`config.mk`:
```
export PLATFORM = sky130hd
export DESIGN_NAME = knn_distance_scheduler
export DESIGN_NICKNAME = d
export VERILOG_FILES = /design/src/rtl/knn_distance_scheduler.sv
export SDC_FILE = /design/constraint.sdc
export NUM_CORES = 1
export LEC_CHECK = 0
export BUFFER_PORTS_ARGS = -buffer_cell sky130_fd_sc_hd__clkbuf_2
export CAP_MARGIN = 15
export CORE_MARGIN = 2
export CORE_UTILIZATION = 44
export CTS_CLUSTER_DIAMETER = 200
export DETAILED_ROUTE_END_ITERATION = 7
export HOLD_SLACK_MARGIN = 0.15
export PLACE_DENSITY = 0.77
export SLEW_MARGIN = 40
export SYNTH_ARGS = -nofsm -noshare
export SYNTH_HDL_FRONTEND = slang
export SYNTH_SLANG_ARGS = --single-unit
```
`constraint.sdc`:
```
create_clock -name clk -period 2.1 [get_ports clk]
set_input_delay 0.42 -clock clk [delete_from_list [all_inputs] [get_ports clk]]
set_output_delay 0.42 -clock clk [all_outputs]
set_load 0.01 [all_outputs]
```
`src/rtl/knn_distance_scheduler.sv`:
```
// Streams every stored training sample of one query into distance_calculator in fixed-size
// bursts, collects each sample's distance and hands it to the k-nearest sorter.
module knn_distance_scheduler #(
    parameter int M            = 2,
    parameter int N            = 4,
    parameter int W            = 32,
    parameter int MAX_ELEMENTS = 2,
    parameter int TYPE_W       = 2,
    parameter int IDX_W        = 8,
    parameter int ADDR_W       = 16
) (
    input  logic                      clk,
    input  logic                      rst,
    input  logic                      start,
    input  logic [IDX_W-1:0]          num_samples,
    output logic                      busy,
    output logic                      all_done,
    output logic [ADDR_W-1:0]         train_addr,
    output logic [ADDR_W-1:0]         input_addr,
    output logic                      mem_rd,
    input  logic [W-1:0]              train_word,
    input  logic [W-1:0]              input_word,
    input  logic [TYPE_W-1:0]         train_type,
    output logic                      dc_ready,
    output logic [W*MAX_ELEMENTS-1:0] dc_training_data,
    output logic [TYPE_W-1:0]         dc_training_type,
    output logic [W*MAX_ELEMENTS-1:0] dc_input_data,
    input  logic                      dc_data_request,
    input  logic                      dc_done,
    input  logic [2*W-1:0]            dc_distance,
    input  logic [TYPE_W-1:0]         dc_type,
    output logic                      res_valid,
    input  logic                      res_ready,
    output logic [2*W-1:0]            res_distance,
    output logic [TYPE_W-1:0]         res_type,
    output logic [IDX_W-1:0]          res_index
);

    localparam int E       = M * N;
    localparam int EL_W    = $clog2(E + 1);
    localparam int SL_W    = (MAX_ELEMENTS > 1) ? $clog2(MAX_ELEMENTS) : 1;
    localparam int BURST_W = W * MAX_ELEMENTS;

    localparam logic [EL_W-1:0] ELEM_LAST = EL_W'(E - 1);
    localparam logic [EL_W-1:0] ELEM_END  = EL_W'(E);
    localparam logic [SL_W-1:0] SLOT_LAST = SL_W'(MAX_ELEMENTS - 1);

    typedef enum logic [2:0] {
        IDLE, FETCH, PACK, SEND, WAIT_REQ, WAIT_DONE, EMIT, FINISH
    } state_t;

    state_t            state, state_next;
    logic [IDX_W-1:0]  num_lat;
    logic [IDX_W-1:0]  sample;
    logic [IDX_W-1:0]  sample_next;
    logic [ADDR_W-1:0] base;
    logic [EL_W-1:0]   elem;
    logic [SL_W-1:0]   slot;
    logic              rd_q;
    logic [SL_W-1:0]   slot_q;
    logic              first_q;

    assign sample_next = sample + IDX_W'(1);

    // Addresses are forced to zero whenever no read is issued.
    assign train_addr = mem_rd ? (base + ADDR_W'(elem)) : '0;
    assign input_addr = mem_rd ? ADDR_W'(elem) : '0;

    always_comb begin
        // NOTE: every output of this block gets a default first so no path can infer a latch.
        state_next = state;
        busy       = 1'b1;
        all_done   = 1'b0;
        mem_rd     = 1'b0;
        dc_ready   = 1'b0;
        res_valid  = 1'b0;
        case (state)
            IDLE: begin
                busy = 1'b0;
                if (start) state_next = (num_samples == '0) ? FINISH : FETCH;
            end
            FETCH: begin
                mem_rd = 1'b1;
                if (slot == SLOT_LAST || elem == ELEM_LAST) state_next = PACK;
            end
            PACK:      state_next = SEND;
            SEND: begin
                dc_ready   = 1'b1;
                state_next = (elem == ELEM_END) ? WAIT_DONE : WAIT_REQ;
            end
            WAIT_REQ:  if (dc_data_request) state_next = FETCH;
            WAIT_DONE: if (dc_done) state_next = EMIT;
            EMIT: begin
                res_valid = 1'b1;
                if (res_ready) state_next = (sample_next == num_lat) ? FINISH : FETCH;
            end
            FINISH: begin
                busy       = 1'b0;
                all_done   = 1'b1;
                state_next = IDLE;
            end
            default:   state_next = IDLE;
        endcase
    end

    // NOTE: state registers use non-blocking assignments so every flop samples pre-edge values.
    always_ff @(posedge clk) begin
        if (rst) begin
            state            <= IDLE;
            num_lat          <= '0;
            sample           <= '0;
            base             <= '0;
            elem             <= '0;
            slot             <= '0;
            rd_q             <= 1'b0;
            slot_q           <= '0;
            first_q          <= 1'b0;
            dc_training_data <= '0;
            dc_input_data    <= '0;
            dc_training_type <= '0;
            res_distance     <= '0;
            res_type         <= '0;
            res_index        <= '0;
        end else begin
            state   <= state_next;
            rd_q    <= mem_rd;
            slot_q  <= slot;
            first_q <= mem_rd && (elem == '0);

            case (state)
                IDLE: if (start) begin
                    num_lat <= num_samples;
                    sample  <= '0;
                    base    <= '0;
                    elem    <= '0;
                    slot    <= '0;
                end
                FETCH: begin
                    elem <= elem + EL_W'(1);
                    slot <= (state_next == PACK) ? '0 : slot + SL_W'(1);
                end
                WAIT_DONE: if (dc_done) begin
                    res_distance <= dc_distance;
                    res_type     <= dc_type;
                    res_index    <= sample;
                    elem         <= '0;
                end
                EMIT: if (res_ready) begin
                    sample <= sample_next;
                    base   <= base + ADDR_W'(E);
                end
                default: ;
            endcase

            // Memory data lands one cycle after its read; slot 0 also clears the rest of the
            // burst so a short final burst carries zeros in its unused slots.
            if (rd_q) begin
                if (slot_q == '0) begin
                    dc_training_data <= BURST_W'(train_word);
                    dc_input_data    <= BURST_W'(input_word);
                end else begin
                    dc_training_data[int'(slot_q)*W +: W] <= train_word;
                    dc_input_data[int'(slot_q)*W +: W]    <= input_word;
                end
                if (first_q) dc_training_type <= train_type;
            end
        end
    end

endmodule

```
# Word level (Yosys, flattened, before mapping)

Cells that the tools add are included.

$add $sub $neg: 6
Equal/unequal tests: 14
Shift-type cells: 3
Multiplexer cells: 32
Reduce and logical (&&, ||, !) cells: 15

Operators with widths:

| operator                                                                 | number |
|---|---|
| 64-bit bitwise mux                                                       | 2 |
| 64-bit 2-to-1 mux                                                        | 2 |
| 32-bit by 33-bit variable part select with 64-bit output                 | 2 |
| 32-bit by 33-bit variable shift with 64-bit output, first input constant | 1 |
| 16-bit 2-to-1 mux                                                        | 3 |
| 6-bit negation with 33-bit output                                        | 1 |
| 16-bit case mux with 2 select lines                                      | 1 |
| 3-bit case mux with 8 select lines                                       | 1 |
| 3-bit 2-to-1 mux                                                         | 7 |
| 16-bit by 4-bit adder with 16-bit output                                 | 1 |
| 16-bit by 4-bit adder with 16-bit output, second input constant          | 1 |
| 8-bit 2-to-1 mux                                                         | 2 |
| 8-bit case mux with 2 select lines                                       | 1 |
| 3-bit == test, second input constant                                     | 4 |
| 4-bit 2-to-1 mux                                                         | 3 |
| 4-bit case mux with 3 select lines                                       | 1 |
| 3-bit by 2-bit == test with 1-bit output, second input constant          | 3 |
| 8-bit by 1-bit adder with 8-bit output, second input constant            | 1 |
| 8-bit == test                                                            | 1 |
| 8-bit zero test                                                          | 1 |
| 1-bit 2-to-1 mux                                                         | 8 |
| 2-bit AND reduction                                                      | 4 |
| 2-bit inequality test, second input constant                             | 3 |
| 3-bit AND reduction                                                      | 2 |
| 13 further kinds                                                         | 14 |

Register bits: 247
Input port bits: 146
Output and inout bits: 241
Word-level logic and storage cells: 85

# Logic depth before layout (Yosys ltp)

Gate-level depths: netlist of the first run.

Depth in word-level cells: 8
Gate-level depth with buffers: 8
Gate-level depth less buffers: 6

# Least setup slack after synthesis of the first run

OpenSTA, ideal clock, no wires.

Path kind: register to output
Start: reg base[3]
End: out train_addr[15]
Arrival: 1.660 ns
Data required time: 1.680 ns
Path slack: 0.020 ns
Cell stages (with the launch flop): 6
Buffers on the path: 0
Cells stage by stage: dfxtp_1 ha_1 nand3_1 or4_1 xor2_1 nor2_1

Word-level cells in the longest chain between the ends: 2

Ends and longest elaborated chain:

| element                                  | line | source |
|---|---|---|
| start: declaration                       | 56   | `logic [ADDR_W-1:0] base;` |
| start signal: assignment                 | 150  | `base <= base + ADDR_W'(E);` |
| 16-bit by 4-bit adder with 16-bit output | 66   | `assign train_addr = mem_rd ? (base + ADDR_W'(elem)) : '0;` |
| 16-bit 2-to-1 mux                        | 66   |  |
| end: declaration                         | 18   | `output logic [ADDR_W-1:0] train_addr,` |

No other way between the ends.

# Final worst setup path of the first run

Start: reg base[8]
End: out train_addr[15]

Same word-level chain as after synthesis.

==> results of run 1 <==
==> placed cells by master, fill, tap and decap left out, drive strengths merged, types with 3 or more instances in the layout <==
cell type	instances
diode	5
buf	45
nand3	13
clkbuf	400
xnor2	13
dfxtp	244
or3	11
a21oi	237
nand4	4
ha	5
nand2	320
clkinvlp	5
a211oi	3
nor2	105
nor3	7
o21ai	14
and3	5
nand2b	5
conb	12
nor2b	66
nor4	4
inv	8
clkinv	4
xor2	13
dlygate4sd3	140
==> what timing repair did <==
action                                  CTS  global route
pin swaps                                 6            12
gates resized for setup                  19            16
setup buffers                             3             5
hold buffers                            140             0
endpoints found under the hold margin   198             0
endpoints found under the setup margin   21            20
==> stage by stage <==
stage / instances / setup TNS, ns / hold slack, ns / total power [W] / cell area (µm²)
after floorplan: 1223 / 0 / 0.448 / 0.00533 / 9580
after global placement: 1804 / 0 / 0.441 / 0.00569 / 11700
after detailed placement: 1804 / 0 / 0.445 / 0.00571 / 11700
after CTS: 1991 / -2.00 / 0.152 / 0.0104 / 14000
after global routing: 1999 / -2.74 / 0.184 / 0.0107 / 14000
final: 1999 / -1.83 / 0.189 / 0.0103 / 14000
==> worst max-delay path, stage by stage, from the launching register on <==
cell and delay, ns:
dfxtp_4 0.37, and4_1 0.23, nand2_1 0.08, or4_4 0.42, xor2_1 0.15, nor2_1 0.08
buf_2 0.13
==> registers in the layout (all words and copies together), names as in the netlist <==
signal and flops:
dc_input_data 64, dc_training_data 64, res_distance 64, base 13, num_lat 8, res_index 8, sample 8, elem 4
state 3, dc_training_type 2, res_type 2, first_q 1, rd_q 1, slot 1, slot_q 1
==> cell families (layout without fill, tap and decap cells) <==
group | count (synthesis) | count (layout) | share of synthesized area (%)
buf+inv | 107 | 603 | 4.95
other cells | 1 | 17 | 0.0393
flops | 244 | 244 | 51.2
fa+ha+maj | 5 | 5 | 0.656
simple gates | 557 | 557 | 25.7
compound gates | 272 | 272 | 15.0
xor+xnor | 26 | 26 | 2.39
==> routing by layer <==
| layer | GRT usage (%) | vias up | part of all wire (%) |
|---|---|---|---|
| li1 | - | 4927 | - |
| met1 | 29.4 | 4836 | 36 |
| met2 | 47.9 | 474 | 52 |
| met3 | 8.31 | 92 | 8.8 |
| met4 | 12.4 | 0 | 3.6 |
| met5 | 0 | - | 0 |
==> power breakdown <==
part | internal, W | total [W] | switching [W]
Sequential | 0.00473 | 0.00480 | 0.0000720
Clock | 0.00258 | 0.00448 | 0.00191
Combinational | 0.000480 | 0.00105 | 0.000572
Total | 0.00778 | 0.0103 | 0.00255
==> final timing paths <==
check | slack [ns] | start | cells past startpoint | to
max reg2reg | 0.28 | sample[1] | 5 | state[1]
min | 0.19 | input_word[2] | 3 | dc_input_data[2]
min reg2reg | 0.45 | dc_input_data[0] | 2 | dc_input_data[0]
max | -0.31 | base[8] | 6 | train_addr[15]
==> layout make-up <==
type	count	area, µm²
clock buffers	35	734
fillers	1637	7120
well taps	275	344
diodes	5	12.5
clock inverters	10	98.8
flip-flops and latches	244	4910
multi-input cells	872	4290
inverters	8	30.0
repair buffers	550	3620
==> metrics, run 1 <==
outcome=complete, but fails checks; Skew-Pair Late Insertion Delay=0.53 ns; gr ovfl total=0; commonest cells in the netlist=320 x nand2_1, 244 x dfxtp_1, 237 x a21oi_1; top-count cell post-synth=nand2_1; cell taking the most area after synthesis=dfxtp_1; DIE WIDTH=151 µm; core area=21200 µm²; layout cell share with drive strength beyond 1=27.9%; Worst Max-Slew Pin Slew=0.801 ns; DP Worst Slack=0.0989 ns; post-route minimum period=2.41 ns; post-synth top area share=51.2%; Crit Path Class=reg2out; die footprint=22900 µm²; Leak Pwr=6.04 nW; pwr/cell area=736 nW/µm²; IO Count=387; max_slew headroom=46.6%; Arrival @ worst endpoint=1.99 ns; Std-Cell Rows=53; Mean Syn Cell Area=7.87 µm²; synthesized flop and latch total=244; Synth Warn #=0; pin count of the biggest net entering global routing=130; CTS tree=done; sequential area share after synthesis=51.2%; Initial DRC Count=526; hpwl dp=19800 µm; I/O Buffers=374; largest cells by area after synthesis=dfxtp_1 51%, nand2_1 13%, a21oi_1 12%, nor2b_1 4.3%, nor2_1 4.1%; H-tree levels=1; number of synthesized flops with an enable pin=0; drc violations=0; initial core utilization=45.1%; Reg clk slew, reported paths=0.06 ns; Num CTS Buffers=26; initial antenna violation count=5; global-route wire length before repair=50100 µm; Setup crit end kind=primary output; max-cap violations=0; Worst Path Required=1.68 ns; Yosys cell types=52; Post-Synthesis Cells=1212; Die Height=151 µm; fmax=0.414 GHz; post-layout util=66.3%; Final #Nets=1853; Final Slew Violations=0; first drt pass iteration count=5; clock skew=0.0144 ns; final hold viol count=0; most used flip-flop cell after synthesis=dfxtp_1; routed via count=10300; CTS sink count=244; Hold Crit Class=in2reg; Area Growth Syn to Fin=47.2%; Routed Antenna Nets=0; CTS max path bufs=3; final worst path period share=115%; VDD IR max=0.618 mV; synthesized area=9530 µm²; Via density=5.17; Routed WL per cell=16.5 µm; GR Util All Layers=27.0%; failing checks=setup timing; slack of the critical path=-0.314 ns; crit path max fanout=7; FFs w/ async S/R, synth=0%; final setup vio count=8; Worst Setup Start Kind=flip-flop; number of global-route vias before repair=10100; Routed WL=33000 µm; Placer Congestion=0.874; clock root cell=clkbuf_16; RSZ-0062 raised after global routing=true
No activity file was read; power rests on OpenSTA's default activity.
==> run 2, diff against run 1 <==
--- a/config.mk
+++ b/config.mk
@@ -5,7 +5,7 @@
 export SDC_FILE = /design/constraint.sdc
 export NUM_CORES = 1
 export LEC_CHECK = 0
-export BUFFER_PORTS_ARGS = -buffer_cell sky130_fd_sc_hd__clkbuf_2
+export BUFFER_PORTS_ARGS = -buffer_cell sky130_fd_sc_hd__buf_2
 export CAP_MARGIN = 15
 export CORE_MARGIN = 2
 export CORE_UTILIZATION = 44
==> run 2 against run 1 <==
Effect of this change: the run still ends with setup timing left; sequential cell count did not move; fmax fell by 0.95%; register-to-register slack got worse by 0.11 ns; core utilization rose by 0.72 points; final cell count rose by 0.40%; sequential power barely moved; combinational power barely moved; critical path type unchanged; critical endpoint unchanged.
==> metrics, run 2 (synthesis gave the netlist of run 1 again) <==
r2r startpoint=state[0]; worst hold start=dc_distance[36]; Area Growth Syn to Fin=48.8%; grt peak-use layer=met2; setup TNS=-2.00 ns (-0.173 ns); final worst path period share=116% (+1.1 points); initial core utilization=45.1% (unchanged); failing checks=setup timing; initial antenna violation count=8 (+3); layout cell share with drive strength beyond 1=29.1% (+1.2 points); worst-case reg-to-reg path depth=7 (+2); Placer Congestion=0.841 (-3.7%); H-tree levels=1 (unchanged); crit path cell chain=and4_4 -> nand2_4 -> or4_4 -> xor2_1 -> nor2_1 -> buf_2; crit path max fanout=2 (-5); clock root cell=clkbuf_16; Reg clk slew, reported paths=0.06 ns (about the same); Crit Path Class=reg2out; Worst Setup Start Kind=flip-flop; outcome=complete, but fails checks; first drt pass iteration count=5 (unchanged); RSZ-0062 raised after global routing=true; met1 global-route usage=29.8% (+0.37 points); Routed WL=32700 µm (-0.82%); Reg2Reg Setup Slack=0.17 ns (-0.11 ns); Std-Cell Rows=53 (unchanged); CTS max path bufs=3 (unchanged); biggest registers after layout=dc_input_data (64), dc_training_data (64), res_distance (64); top cell family by delay on the critical path=simple AND/OR/NAND/NOR gates; max_slew headroom=47.7% (+1.1 points); Worst Path Required=1.68 ns (about the same); core area=21200 µm² (unchanged); IO Count=387 (unchanged); gr ovfl total=0 (unchanged); Skew-Pair Late Insertion Delay=0.53 ns (about the same); pwr/cell area=738 nW/µm² (+0.28%); slack of the critical path=-0.337 ns (-0.0232 ns); I/O Buffers=374 (unchanged); # fillers=1604 (-2.0%); Leak Pwr=6.34 nW (+5.1%); fmax=0.410 GHz (-0.95%); largest stage delay on the critical path=0.49 ns (+0.07 ns); final hold viol count=0 (unchanged); DP Worst Slack=0.173 ns (+0.0746 ns); global-route wire length before repair=49100 µm (-2.0%); clock skew=0.00777 ns (-0.00667 ns); Routed Antenna Nets=0 (unchanged); GR Util All Layers=26.6% (-0.44 points); number of global-route vias before repair=9930 (-2.1%); Hold Crit Class=in2reg; drc violations=0 (unchanged); Final #Nets=1861 (+0.43%); Final Slew Violations=0 (unchanged); Num CTS Buffers=26 (unchanged); pin count of the biggest net entering global routing=96 (-26%); DIE WIDTH=151 µm (unchanged); met3 usage=6.63% (-1.7 points); VDD IR max=0.639 mV (+3.3%); Arrival @ worst endpoint=2.02 ns (+0.03 ns); Initial DRC Count=522 (-0.76%); commonest cells after routing, fill and taps aside=373 x buf_2, 318 x nand2_1, 234 x a21oi_1; Hold Path Depth=3 (unchanged); CTS sink count=244 (unchanged); Reg2Reg Capture Point=res_distance[54]; CTS tree=done; crit path max-delay cell type=or4_4; Crit path buffers/inverters=1 (unchanged); Via density=5.14 (-0.48%); Routed WL per cell=16.3 µm (-1.2%); hpwl dp=19800 µm (+0.30%); most common cell after layout, fill and taps aside=buf_2; max-cap violations=0 (unchanged); die footprint=22900 µm² (unchanged); hold_ws=0.176 ns (-0.0127 ns); Setup crit start=base[8]; worst hold path endpoint=res_distance[36]; final setup vio count=9 (+1); GR Util met2=48.2% (+0.25 points); Die Height=151 µm (unchanged); Setup crit end kind=primary output; routed via count=10300 (-0.077%); Worst Max-Slew Pin Slew=0.784 ns (-0.0166 ns); post-route minimum period=2.44 ns (+0.0232 ns)
## run 2: cell count changes in the layout (fill, tap and decap cells not counted), sizes merged
cell | previous run | this run
clkbuf | 400 | 33
bufinv | 1 | 3
diode | 5 | 7
dlygate4sd3 | 140 | 135
clkinvlp | 5 | 0
buf | 45 | 423
clkinv | 4 | 7
## run 2: tightest hold or removal path, cell delays in order
cell	delay (ns)
buf_2	0.11
nand2_1	0.06
a21oi_1	0.06
## run 2: final cells by class
| type | count | area [µm²] | area share [%] |
|---|---|---|---|
| repair buffers | 558 | 3670 | 25.9 |
| clock buffers | 33 | 727 | 5.12 |
| flip-flops and latches | 244 | 4900 | 34.6 |
| multi-input cells | 872 | 4350 | 30.7 |
| inverters | 8 | 30.0 | 0.212 |
| diodes | 7 | 17.5 | 0.123 |
| well taps | 275 | 344 | 2.43 |
| clock inverters | 10 | 136 | 0.961 |
## run 2: stage by stage
stage          power (W)  cell area (µm²)  std cells  utilization, %
6_report          0.0105            14200       2007            67.1
5_1_grt           0.0108            14200       2006            67.0
4_1_cts           0.0105            14100       1996            66.5
3_5_place_dp     0.00570            11700       1806            55.2
3_3_place_gp     0.00569            11700       1806            55.2
2_1_floorplan    0.00533             9580       1223               -
## run 2: how the worst max path moves through the flow
stage | to | slack [ns] | cells past startpoint
3_3_place_gp | train_addr[15] | 0.16 | 6
2_1_floorplan | train_addr[15] | 0.02 | 5
5_1_grt | train_addr[10] | -0.40 | 7
6_report | train_addr[15] | -0.34 | 6
3_5_place_dp | train_addr[15] | 0.17 | 6
4_1_cts | train_addr[15] | -0.31 | 6
## run 2: power by group
group,total (W),switching (W),internal [W]
registers,0.00479,0.0000652,0.00473
clock network,0.00464,0.00185,0.00279
logic,0.00103,0.000557,0.000476
## run 2: what timing repair did
action / in CTS / in global routing
pin swaps: 17 / 14
gates cloned: 0 / 0
buffers inserted: 13 / 5
setup endpoints to repair: 18 / 18
hold endpoints to repair: 188 / 0
gates resized for setup: 26 / 18
hold buffers: 135 / 0
## run 2: per-layer routing
layer | vias up | wire (µm) | share of wire, %
li1 | 4952 | - | -
met1 | 4826 | 12100 | 37
met2 | 444 | 17000 | 52
met3 | 97 | 2460 | 7.5
met4 | 2 | 1140 | 3.5
met5 | - | 11 | 0.034
==> run 3, diff against run 2 <==
--- a/config.mk
+++ b/config.mk
@@ -13,6 +13,7 @@
 export DETAILED_ROUTE_END_ITERATION = 7
 export HOLD_SLACK_MARGIN = 0.15
 export PLACE_DENSITY = 0.77
+export SETUP_SLACK_MARGIN = 0.1
 export SLEW_MARGIN = 40
 export SYNTH_ARGS = -nofsm -noshare
 export SYNTH_HDL_FRONTEND = slang
==> run 3 against run 2 <==
Effect of this change: sequential power about the same; global-route usage increased by 0.45 points; the flow still finishes with violations (setup timing); final area shrank 0.73%; via count up 0.65%; combinational power hardly changed; non-clock buffer count down 6; sequential cell count did not move; first-iteration DRC count up 24%; total power decreased by 0.43%; fmax is 3.0% higher.
==> metrics, run 3 (synthesis gave the netlist of run 1 again) <==
initial core utilization=45.1% (unchanged); crit path max fanout=4 (+2); Worst Max-Slew Pin Slew=0.743 ns (-0.0412 ns); first drt pass iteration count=7 (+2); Reg clk slew, reported paths=0.06 ns (about the same); Via density=5.20 (+1.1%); IO Count=387 (unchanged); RSZ-0062 raised after global routing=true; Std-Cell Rows=53 (unchanged); Logic pwr share=10.0% (about the same); post-route minimum period=2.37 ns (-0.0714 ns); layout cell share with drive strength beyond 1=28.7% (-0.36 points); most common cell after layout, fill and taps aside=buf_2; WL met3=2800 µm (+14%); Pint=0.00793 W (-0.84%); Routed WL per cell=16.8 µm (+2.9%); DIE WIDTH=151 µm (unchanged); fmax=0.423 GHz (+3.0%); number of global-route vias before repair=9907 (-0.23%); Clock Power Share=43.9% (-0.4 points); Routed Antenna Nets=0 (unchanged); Num CTS Buffers=25 (-3.8%); Worst Setup Start Kind=flip-flop; CTS max path bufs=3 (unchanged); Initial DRC Count=647 (+24%); max_slew headroom=50.5% (+2.7 points); commonest cells after routing, fill and taps aside=373 x buf_2, 316 x nand2_1, 236 x a21oi_1; Placer Congestion=0.865 (+2.8%); Skew-Pair Late Insertion Delay=0.53 ns (about the same); I/O Buffers=374 (unchanged); max-cap violations=0 (unchanged); Final Slew Violations=0 (unchanged); slack of the critical path=-0.265 ns (+0.0714 ns); Hold Crit Class=in2reg; GR Util All Layers=27.0% (+0.45 points); Arrival @ worst endpoint=1.95 ns (-0.07 ns); hold_ws=0.166 ns (-0.00966 ns); Die Height=151 µm (unchanged); register area=4910 µm² (+0.10%); Crit Path Class=reg2out; Hold Path Depth=3 (unchanged); die footprint=22900 µm² (unchanged); switch share=23.9% (+0.31 points); final worst path period share=113% (-3.4 points); pin count of the biggest net entering global routing=160 (+67%); CTS sink count=244 (unchanged); H-tree levels=1 (unchanged); setup TNS=-1.41 ns (+0.594 ns); DP Area=11700 µm² (+0.52%); Sw Pwr=0.00249 W (+0.89%); VDD IR max=0.622 mV (-2.6%); worst-case reg-to-reg path depth=5 (-2); routed via count=10400 (+0.65%); final hold viol count=0 (unchanged); CTS tree=done; hpwl dp=19900 µm (+0.20%); clock skew=0.0128 ns (+0.00505 ns); Setup crit end kind=primary output; Area Growth Syn to Fin=47.7%; Seq pwr share=46.0% (+0.2 points); multi-input gate area in the final layout=4300 µm² (-1.1%); Leak Pwr=6.27 nW (-1.2%); Top Metal Used=met4; core area=21200 µm² (unchanged); metal1 wirelength=12300 µm (+2.2%); Tot Pwr=0.0104 W (-0.43%); final setup vio count=8 (-1); biggest registers after layout=dc_input_data (64), dc_training_data (64), res_distance (64); outcome=complete, but fails checks; initial antenna violation count=1 (-7); pwr/cell area=741 nW/µm² (+0.30%); Routed WL=33500 µm (+2.5%); clock root cell=clkbuf_16; global-route wire length before repair=49800 µm (+1.3%); Final Cell Area=14100 µm² (-0.73%); # fillers=1627 (+1.4%); failing checks=setup timing; gr ovfl total=0 (unchanged); met2 routed WL=16600 µm (-2.6%); Final #Nets=1854 (-0.38%); drc violations=0 (unchanged); Worst Path Required=1.68 ns (about the same)
run 3: cell types whose count changed in the layout (fill, tap and decap cells not counted), moves of 3 or more:
cell / before / now
buf_6: 8 / 3
diode_2: 7 / 2
dlygate4sd3_1: 135 / 130
nand2_2: 1 / 4
clkinv_2: 6 / 2
buf_12: 4 / 7
clkbuf_1: 2 / 7
clkbuf_8: 5 / 8
run 3: cell type report:
type	instances	area share (%)
Inverter	8	0.213
Timing Repair Buffer	552	25.9
Sequential cell	244	34.9
Multi-Input combinational cell	872	30.5
Clock inverter	6	0.613
Clock buffer	40	5.41
Tap cell	275	2.44
Antenna cell	2	0.0355
run 3: per-stage QoR:
stage               util [%]  worst slack (ns)  std cells
floorplan                  -             0.105       1223
global placement        55.5             0.185       1808
detailed placement      55.5             0.175       1808
CTS                     66.1            -0.281       1990
global route            66.6            -0.328       1998
finish                  66.6            -0.265       1999
run 3: timing repair:
action | CTS | global route
gates resized for setup | 22 | 11
setup buffers | 6 | 8
hold buffers | 130 | 0
hold endpoints to repair | 174 | 0
pin swaps | 2 | 9
setup endpoints to repair | 25 | 19
run 3: power groups by stage:
stage                     Sequential (W)  Clock (W)  Combinational [W]
final                            0.00480    0.00458            0.00105
after global placement           0.00490          0           0.000790
after detailed placement         0.00490          0           0.000799
after CTS                        0.00480    0.00464            0.00100
after floorplan                  0.00492          0           0.000409
after global routing             0.00481    0.00483            0.00113
run 3: routing by layer:
| metal | vias up | global-route usage (%) |
|---|---|---|
| li1 | 4929 | - |
| met1 | 4764 | 30.2 |
| met2 | 546 | 47.3 |
| met3 | 149 | 6.57 |
| met4 | 0 | 14.3 |
| met5 | - | 0 |
run 3: worst paths after layout:
check	startpoint	to	slack [ns]
setup / recovery	elem[3]	train_addr[15]	-0.27
hold / removal	input_word[7]	dc_input_data[39]	0.17
setup reg to reg	sample[1]	state[1]	0.21
hold reg to reg	res_distance[23]	res_distance[23]	0.45
run 3: critical path, stage by stage, from the launching register on:
cell     delay [ns]
dfxtp_2        0.35
ha_4           0.15
nand3_4        0.08
or4_4          0.49
xor2_1         0.16
nor2_1         0.07
buf_2          0.13
